### src/rtl/uart_tx_serializer.sv
// UART transmit path: byte FIFO feeding an 8N1 serializer with LSR THRE/TEMT status.
// Define UART_TX_PARITY_EN to insert an even-parity bit between the data bits and the stop bit.
module uart_tx_serializer #(
    parameter int unsigned FIFO_DEPTH = 8,
    parameter int unsigned DIV_WIDTH  = 16
) (
    input  logic                          pclk,
    input  logic                          presetn,
    input  logic                          wr_valid,
    input  logic [7:0]                    wr_data,
    output logic                          wr_ready,
    input  logic [DIV_WIDTH-1:0]          baud_div,
    output logic                          txd,
    output logic                          tx_busy,
    output logic [$clog2(FIFO_DEPTH):0]   fifo_count,
    output logic                          lsr_thre,
    output logic                          lsr_temt
);

    localparam int unsigned AW = $clog2(FIFO_DEPTH);
    localparam int unsigned CW = AW + 1;

    typedef enum logic [2:0] {
        IDLE,
        START,
        DATA,
`ifdef UART_TX_PARITY_EN
        PARITY,
`endif
        STOP
    } state_t;

    state_t               state;
    logic [7:0]           mem [FIFO_DEPTH];
    logic [AW-1:0]        wptr;
    logic [AW-1:0]        rptr;
    logic [7:0]           shreg;
    logic [2:0]           bit_cnt;
    logic [DIV_WIDTH-1:0] baud_cnt;
    logic [DIV_WIDTH-1:0] period;
`ifdef UART_TX_PARITY_EN
    logic                 parity;
`endif

    logic                 push;
    logic                 pop;
    logic                 launch;
    logic                 go_idle;
    logic                 bit_done;
    logic [CW-1:0]        count_next;
    logic [DIV_WIDTH-1:0] p_eff;

    // A new frame may start from IDLE or straight out of a finished stop bit.
    assign push       = wr_valid && wr_ready;
    assign bit_done   = (baud_cnt == '0);
    assign launch     = (state == IDLE) || ((state == STOP) && bit_done);
    assign pop        = launch && (fifo_count != '0);
    assign go_idle    = launch && (fifo_count == '0);
    assign count_next = fifo_count + CW'(push) - CW'(pop);
    assign p_eff      = (baud_div == '0) ? DIV_WIDTH'(1) : baud_div;

    // FIFO storage needs no reset; only the pointers define occupancy.
    always_ff @(posedge pclk) begin
        if (push) begin
            mem[wptr] <= wr_data;
        end
    end

    always_ff @(posedge pclk or negedge presetn) begin
        if (!presetn) begin
            state      <= IDLE;
            txd        <= 1'b1;
            tx_busy    <= 1'b0;
            wptr       <= '0;
            rptr       <= '0;
            fifo_count <= '0;
            wr_ready   <= 1'b1;
            lsr_thre   <= 1'b1;
            lsr_temt   <= 1'b1;
            shreg      <= '0;
            bit_cnt    <= '0;
            baud_cnt   <= '0;
            period     <= DIV_WIDTH'(1);
`ifdef UART_TX_PARITY_EN
            parity     <= 1'b0;
`endif
        end else begin
            if (push) begin
                wptr <= wptr + AW'(1);
            end
            if (pop) begin
                rptr <= rptr + AW'(1);
            end
            fifo_count <= count_next;
            wr_ready   <= (count_next != CW'(FIFO_DEPTH));
            lsr_thre   <= (count_next == '0);
            tx_busy    <= !go_idle;
            lsr_temt   <= (count_next == '0) && go_idle;

            if (pop) begin
                state    <= START;
                txd      <= 1'b0;
                shreg    <= mem[rptr];
                period   <= p_eff;
                baud_cnt <= p_eff - DIV_WIDTH'(1);
                bit_cnt  <= '0;
`ifdef UART_TX_PARITY_EN
                parity   <= ^mem[rptr];
`endif
            end else if (go_idle) begin
                state <= IDLE;
                txd   <= 1'b1;
            end else if (!bit_done) begin
                baud_cnt <= baud_cnt - DIV_WIDTH'(1);
            end else begin
                // Bit period elapsed: advance to the next bit of the frame.
                baud_cnt <= period - DIV_WIDTH'(1);
                case (state)
                    START: begin
                        state <= DATA;
                        txd   <= shreg[0];
                        shreg <= {1'b0, shreg[7:1]};
                    end
                    DATA: begin
                        if (bit_cnt == 3'd7) begin
`ifdef UART_TX_PARITY_EN
                            state <= PARITY;
                            txd   <= parity;
`else
                            state <= STOP;
                            txd   <= 1'b1;
`endif
                        end else begin
                            bit_cnt <= bit_cnt + 3'(1);
                            txd     <= shreg[0];
                            shreg   <= {1'b0, shreg[7:1]};
                        end
                    end
`ifdef UART_TX_PARITY_EN
                    PARITY: begin
                        state <= STOP;
                        txd   <= 1'b1;
                    end
`endif
                    default: begin
                        state <= IDLE;
                        txd   <= 1'b1;
                    end
                endcase
            end
        end
    end

endmodule

### config.mk
export PLATFORM = sky130hd
export DESIGN_NAME = uart_tx_serializer
export DESIGN_NICKNAME = d
export VERILOG_FILES = /design/src/rtl/uart_tx_serializer.sv
export SDC_FILE = /design/constraint.sdc
export NUM_CORES = 1
export LEC_CHECK = 0
export BUFFER_PORTS_ARGS = -buffer_cell sky130_fd_sc_hd__buf_2
export CAP_MARGIN = 20
export CORE_ASPECT_RATIO = 1.25
export CORE_MARGIN = 3
export CORE_UTILIZATION = 60
export DETAILED_ROUTE_END_ITERATION = 10
export PLACE_DENSITY = 0.79
export SKIP_CTS_REPAIR_TIMING = 1
export SLEW_MARGIN = 10
export SYNTH_ARGS = -nofsm -noshare
export SYNTH_HDL_FRONTEND = slang
export SYNTH_SLANG_ARGS = --single-unit
### constraint.sdc
create_clock -name pclk -period 4.24 [get_ports pclk]
set_input_delay 0.212 -clock pclk [delete_from_list [all_inputs] [get_ports pclk]]
set_output_delay 0.212 -clock pclk [all_outputs]
set_load 0.02 [all_outputs]
[After elaboration in Yosys (flattened, before gate mapping)]
Memories as Yosys holds them, arrays and structs flattened.
Index checks and enable logic that the tools add are counted.
Word-level totals
  flip-flop bits (word level): 61
  bits in writable memories: 64
  input port bits: 27
  output and inout bits: 9
  logic and storage cells: 77
  memories: 1
Memories
  mem: depth 8, bits a word 8, read ports 1, clocked after memory_dff 0, wr ports 1, RTL line 34  | logic [7:0] mem [FIFO_DEPTH];
Operators by class
  add/sub/neg operators: 8
  equal/unequal tests: 9
  multiplexer cells: 26
  reduce and logical (&&, ||, !) cells: 20
Operators with widths (number)
  16-bit 2-to-1 mux: 4
  16-bit by 1-bit subtractor with 16-bit output, second input constant: 3
  16-bit logical NOT: 2
  8-bit 2-to-1 mux: 4
  3-bit 2-to-1 mux: 9
  8-bit case mux with 2 select lines: 1
  3-bit by 1-bit adder with 3-bit output, second input constant: 3
  4-bit logical NOT: 2
  4-bit != test, second input constant: 2
  4-bit AND reduction: 2
  3-bit by 2-bit equality test with 1-bit output, second input constant: 2
  1-bit 2-to-1 mux: 6
  3-bit case mux with 2 select lines: 1
  3-bit nonzero test: 2
  1-bit logical AND: 5
  4-bit by 1-bit adder with 4-bit output: 1
  2-bit != test, second input constant: 2
  2-bit nonzero test: 2
  4-bit nonzero test: 1
  4-bit by 1-bit subtractor with 4-bit output: 1
  3-bit by 1-bit equality test with 1-bit output, second input constant: 1
  3-bit equality test, second input constant: 1
  3-bit logical NOT: 1
  3-bit != test, second input constant: 1
  other kinds (4): 4

[Depth between registers and ports, before layout]
  depth after elaboration: 7
  mapped depth: 20
  depth with buffers taken out: 15

[Worst setup path before layout]
Ideal clock, no wire load.
  path kind: register -> register
  start point: reg baud_cnt[10]
  end point: reg lsr_temt
  setup time: 0.062 ns
  arrival time: 3.666 ns
  data required time: 4.178 ns
  path slack: 0.512 ns
  cell stages (with the launch flop): 19
  buffers on the path: 5
  clock period less this slack: 3.728 ns
  cells stage by stage: dfrtp_1 > or3_4 > or2_1 > buf_6 > o31a_1 > buf_6 > inv_2 > buf_2 > buf_2 > buf_2 > ha_1 > inv_1 > ha_1 > inv_1 > fa_1 > inv_1 > nor3_1 > nor2b_1 > and2_1
Between the ends
  cells in the longest elaborated chain, start to end: 7
  elaborated cells on any way between the ends: 8
  those cells by class: add/sub: 1; reduce/logical: 7
RTL lines
  from (decl): RTL line 39  | logic [DIV_WIDTH-1:0] baud_cnt;
  from (signal assigned): RTL line 105  | baud_cnt <= p_eff - DIV_WIDTH'(1);
  from (signal assigned): RTL line 114  | baud_cnt <= baud_cnt - DIV_WIDTH'(1);
  from (signal assigned): RTL line 117  | baud_cnt <= period - DIV_WIDTH'(1);
  16-bit logical NOT: RTL line 55  | assign bit_done = (baud_cnt == '0);
  1-bit logical AND: RTL line 56  | assign launch = (state == IDLE) || ((state == STOP) && bit_done);
  1-bit logical OR: RTL line 56
  1-bit logical AND: RTL line 57  | assign pop = launch && (fifo_count != '0);
  4-bit by 1-bit subtractor with 4-bit output: RTL line 59  | assign count_next = fifo_count + CW'(push) - CW'(pop);
  net count_next[1]: RTL line 50  | logic [CW-1:0] count_next;
  4-bit logical NOT: RTL line 98  | lsr_temt <= (count_next == '0) && go_idle;
  1-bit logical AND: RTL line 98
  to (signal assigned): RTL line 98
  to (decl): RTL line 17  | output logic lsr_temt
The timed path passes the listed nets, and every way through them passes these cells.
A chain may end at the register's enable or synchronous reset.

[Worst setup path in the final report]
  start point: reg baud_cnt[1]
  end point: reg lsr_temt
Same word-level chain as after synthesis.

==> out/summary.txt <==
Cell Pwr Density: 776 nW/µm²
post-route ant nets: 0
Core ar.: 9320 µm²
maximum buffer depth of the clock tree: 2
GRT Total Usage: 25.2%
most frequent cell after synthesis: nand2_1
RSZ-0062 raised after global routing: no
initial DRC count: 230
CTS tree: yes
Final Max Slew Viols: 0
Synth async-reset ratio: 48.4%
H-tree Lvls: 4
Worst Path Arrival: 4110 ps
CP dominant cell by count: inv_1
hold slack: -58.4 ps
starting density of the core: 62.6%
setup TNS: 0 ps
Main synth FF type: edfxtp_1
post-DP HPWL: 8080 µm
clk_lat worst skew: 420 ps
crit path time final: 3750 ps
status: finished, violations left
max frequency: 266 MHz
vias in the first global route: 4132
Wirelength per Cell: 18.5 µm
die area: 10900 µm²
diode count: 0
CP endpoint kind: flip-flop
share of layout cells above drive strength 1: 20.6%
Final setup viols: 0
initial antenna violation count: 0
vias post-DR: 4029
Seq/Total Area, Yosys: 58.8%
Final Hold Fails: 55
VDD IR max: 396 µV
EDFF count, synth: 64
delay of the slowest cell on the worst path: 490 ps
# IOs: 36
Post-Syn Instances: 490
Top delay family on crit path: simple AND/OR/NAND/NOR gates
Synth Register Bits: 124
Die H: 116 µm
Port Buf Inserts: 35
Std-Cell Rows: 39
Ys Warns: 0
Max Clock Skew: 7.56 ps
Worst Path Buf+Inv: 4
area taken by multi-input logic gates: 2230 µm²
power after layout: 5.20 mW
CP cell instances: nor4_1, nand3_1, o31a_2, inv_2, ha_1, inv_1, ha_1, inv_1, fa_1, inv_1, nor3_1, nor2b_1, and2_1
syn_area_per_cell: 11.9 µm²
Yosys cell types: 60
total of max-cap violations: 0
commonest cells in the netlist: nand2_1 (85), edfxtp_1 (64), dfrtp_1 (55)
Mapped Area: 5830 µm²
leakage: 2.65 nW
gpl congestion: 0.934
Area contributors post-synth: edfxtp_1 (33%), dfrtp_1 (24%), mux4_2 (6.2%)
Crit-path slowest cell: nor4_1
Max FO, Critical Path: 16
period utilization: 88.5%
worst hold path type: in2async
clock slew at reported path FFs: 60 ps
area share of the largest cell type after synthesis: 33.0%
total routed wirelength: 12400 µm
Slew headroom: 39.1%
failing checks: hold timing
Remaining DRCs: 0
CTS buffer count: 17
Final #Nets: 573
First-pass DRT Iterations: 5
leading area contributor after synthesis: edfxtp_1
via/cell ratio: 6.04
Filler Cell Count: 610
slew at the pin closest to its max-slew limit: 911 ps
chip width: 94.2 µm
first-pass GRT wire length: 20600 µm
GRT overflow: 0
sequential standard cell area: 3430 µm²
worst endpoint required time: 4600 ps
CP Launch Type: flip-flop
clk sinks: 124
kind of critical path: reg2reg
Mapped Nets: 532
Root Driver: clkbuf_16
largest net degree at the start of global routing: 61
Layout Area Growth over Synthesis: 14.8%
-- stage by stage --
| step | setup slack, ps | std cells | utilization, % | hold slack (ps) | instance area [µm²] |
|---|---|---|---|---|---|
| finish | 487 | 667 | 71.8 | -58.4 | 6690 |
| global route | 103 | 667 | 71.8 | 11.2 | 6690 |
| CTS | 493 | 666 | 71.5 | -28.2 | 6670 |
| detailed placement | 520 | 634 | 65.6 | 418 | 6110 |
| global placement | 664 | 634 | 65.6 | 404 | 6110 |
| floorplan | 512 | 490 | - | -83.6 | 5830 |
-- path summary, 6_finish.rpt --
check,from,endpoint,slack (ps),depth (start not counted)
worst max-delay path,baud_cnt[1]$_DFFE_PN0P_,lsr_temt$_DFF_PN1_,490,13
worst min-delay path,presetn,period[11]$_DFFE_PN0N_,-60,2
worst max register to register,baud_cnt[1]$_DFFE_PN0P_,lsr_temt$_DFF_PN1_,490,13
worst min register to register,bit_cnt[0]$_DFFE_PN0P_,bit_cnt[0]$_DFFE_PN0P_,480,1
max in group asynchronous,presetn,bit_cnt[0]$_DFFE_PN0P_,3780,2
min in group pclk,baud_div[10],period[10]$_DFFE_PN0N_,20,3
-- cells in the final DEF, fill, tap and decap left out, types with 2 or more instances in the layout --
cell type,Yosys,routed
nand3_1,11,11
nor4_1,5,5
buf_2,4,35
inv_1,17,17
clkbuf_16,0,17
dfstp_2,5,5
o32ai_1,2,2
edfxtp_1,64,64
a21o_1,3,3
nand2_1,85,85
o41ai_1,3,3
nand2b_1,4,4
dfrtp_1,55,55
o21ai_0,28,28
inv_8,0,2
nand4_1,2,2
xnor2_1,9,9
o21ai_1,4,4
a31oi_1,2,2
clkinv_4,0,3
nor3_1,13,13
a21oi_1,31,31
ha_1,14,14
a211oi_1,4,4
mux2i_1,9,9
o21a_1,2,2
o32ai_4,2,2
inv_6,0,6
nor2_1,37,37
clkinvlp_4,0,3
a211o_1,3,3
xor2_1,6,6
mux4_2,16,16
or3_1,4,4
buf_4,0,8
-- layout make-up --
cell class,count,area share (%)
multi-input cells,326,33.3
flip-flops and latches,124,51.2
repair buffers,44,3.93
clock inverters,15,1.93
clock buffers,17,6.36
inverters,18,1.01
well taps,123,2.30
-- power breakdown --
| part | internal [mW] | switching [mW] |
|---|---|---|
| logic | 0.825 | 1.09 |
| clock network | 0.765 | 0.578 |
| registers | 1.63 | 0.310 |
| total | 3.22 | 1.97 |
-- per-layer routing --
| layer | global-route usage [%] | wire length (µm) | up-vias |
|---|---|---|---|
| li1 | - | - | 1871 |
| met5 | 0 | 0 | - |
| met3 | 6.25 | 661 | 31 |
| met4 | 12.4 | 354 | 0 |
| met2 | 43.6 | 6500 | 149 |
| met1 | 29.3 | 4850 | 1978 |
-- logic make-up (layout without fill, tap and decap cells) --
family | Yosys count | count (layout) | share of synthesized area [%]
buffers and inverters | 40 | 94 | 3.05
AO/OA/AOI/OAI | 95 | 95 | 10.8
flip-flops | 124 | 124 | 58.8
XOR/XNOR | 15 | 15 | 2.25
adder cells (fa/ha/maj) | 15 | 15 | 3.35
multiplexers | 28 | 28 | 8.54
AND/OR/NAND/NOR | 173 | 173 | 13.2
-- state kept, by name, summed over array words and instances, names as in the netlist --
name / cells
tx_busy: 1
wr_ready: 1
wptr: 3
mem: 64
lsr_thre: 1
bit_cnt: 3
baud_cnt: 16
rptr: 3
state: 2
shreg: 8
lsr_temt: 1
period: 16
fifo_count: 4
txd: 1
No activity file was read; power rests on OpenSTA's default activity.
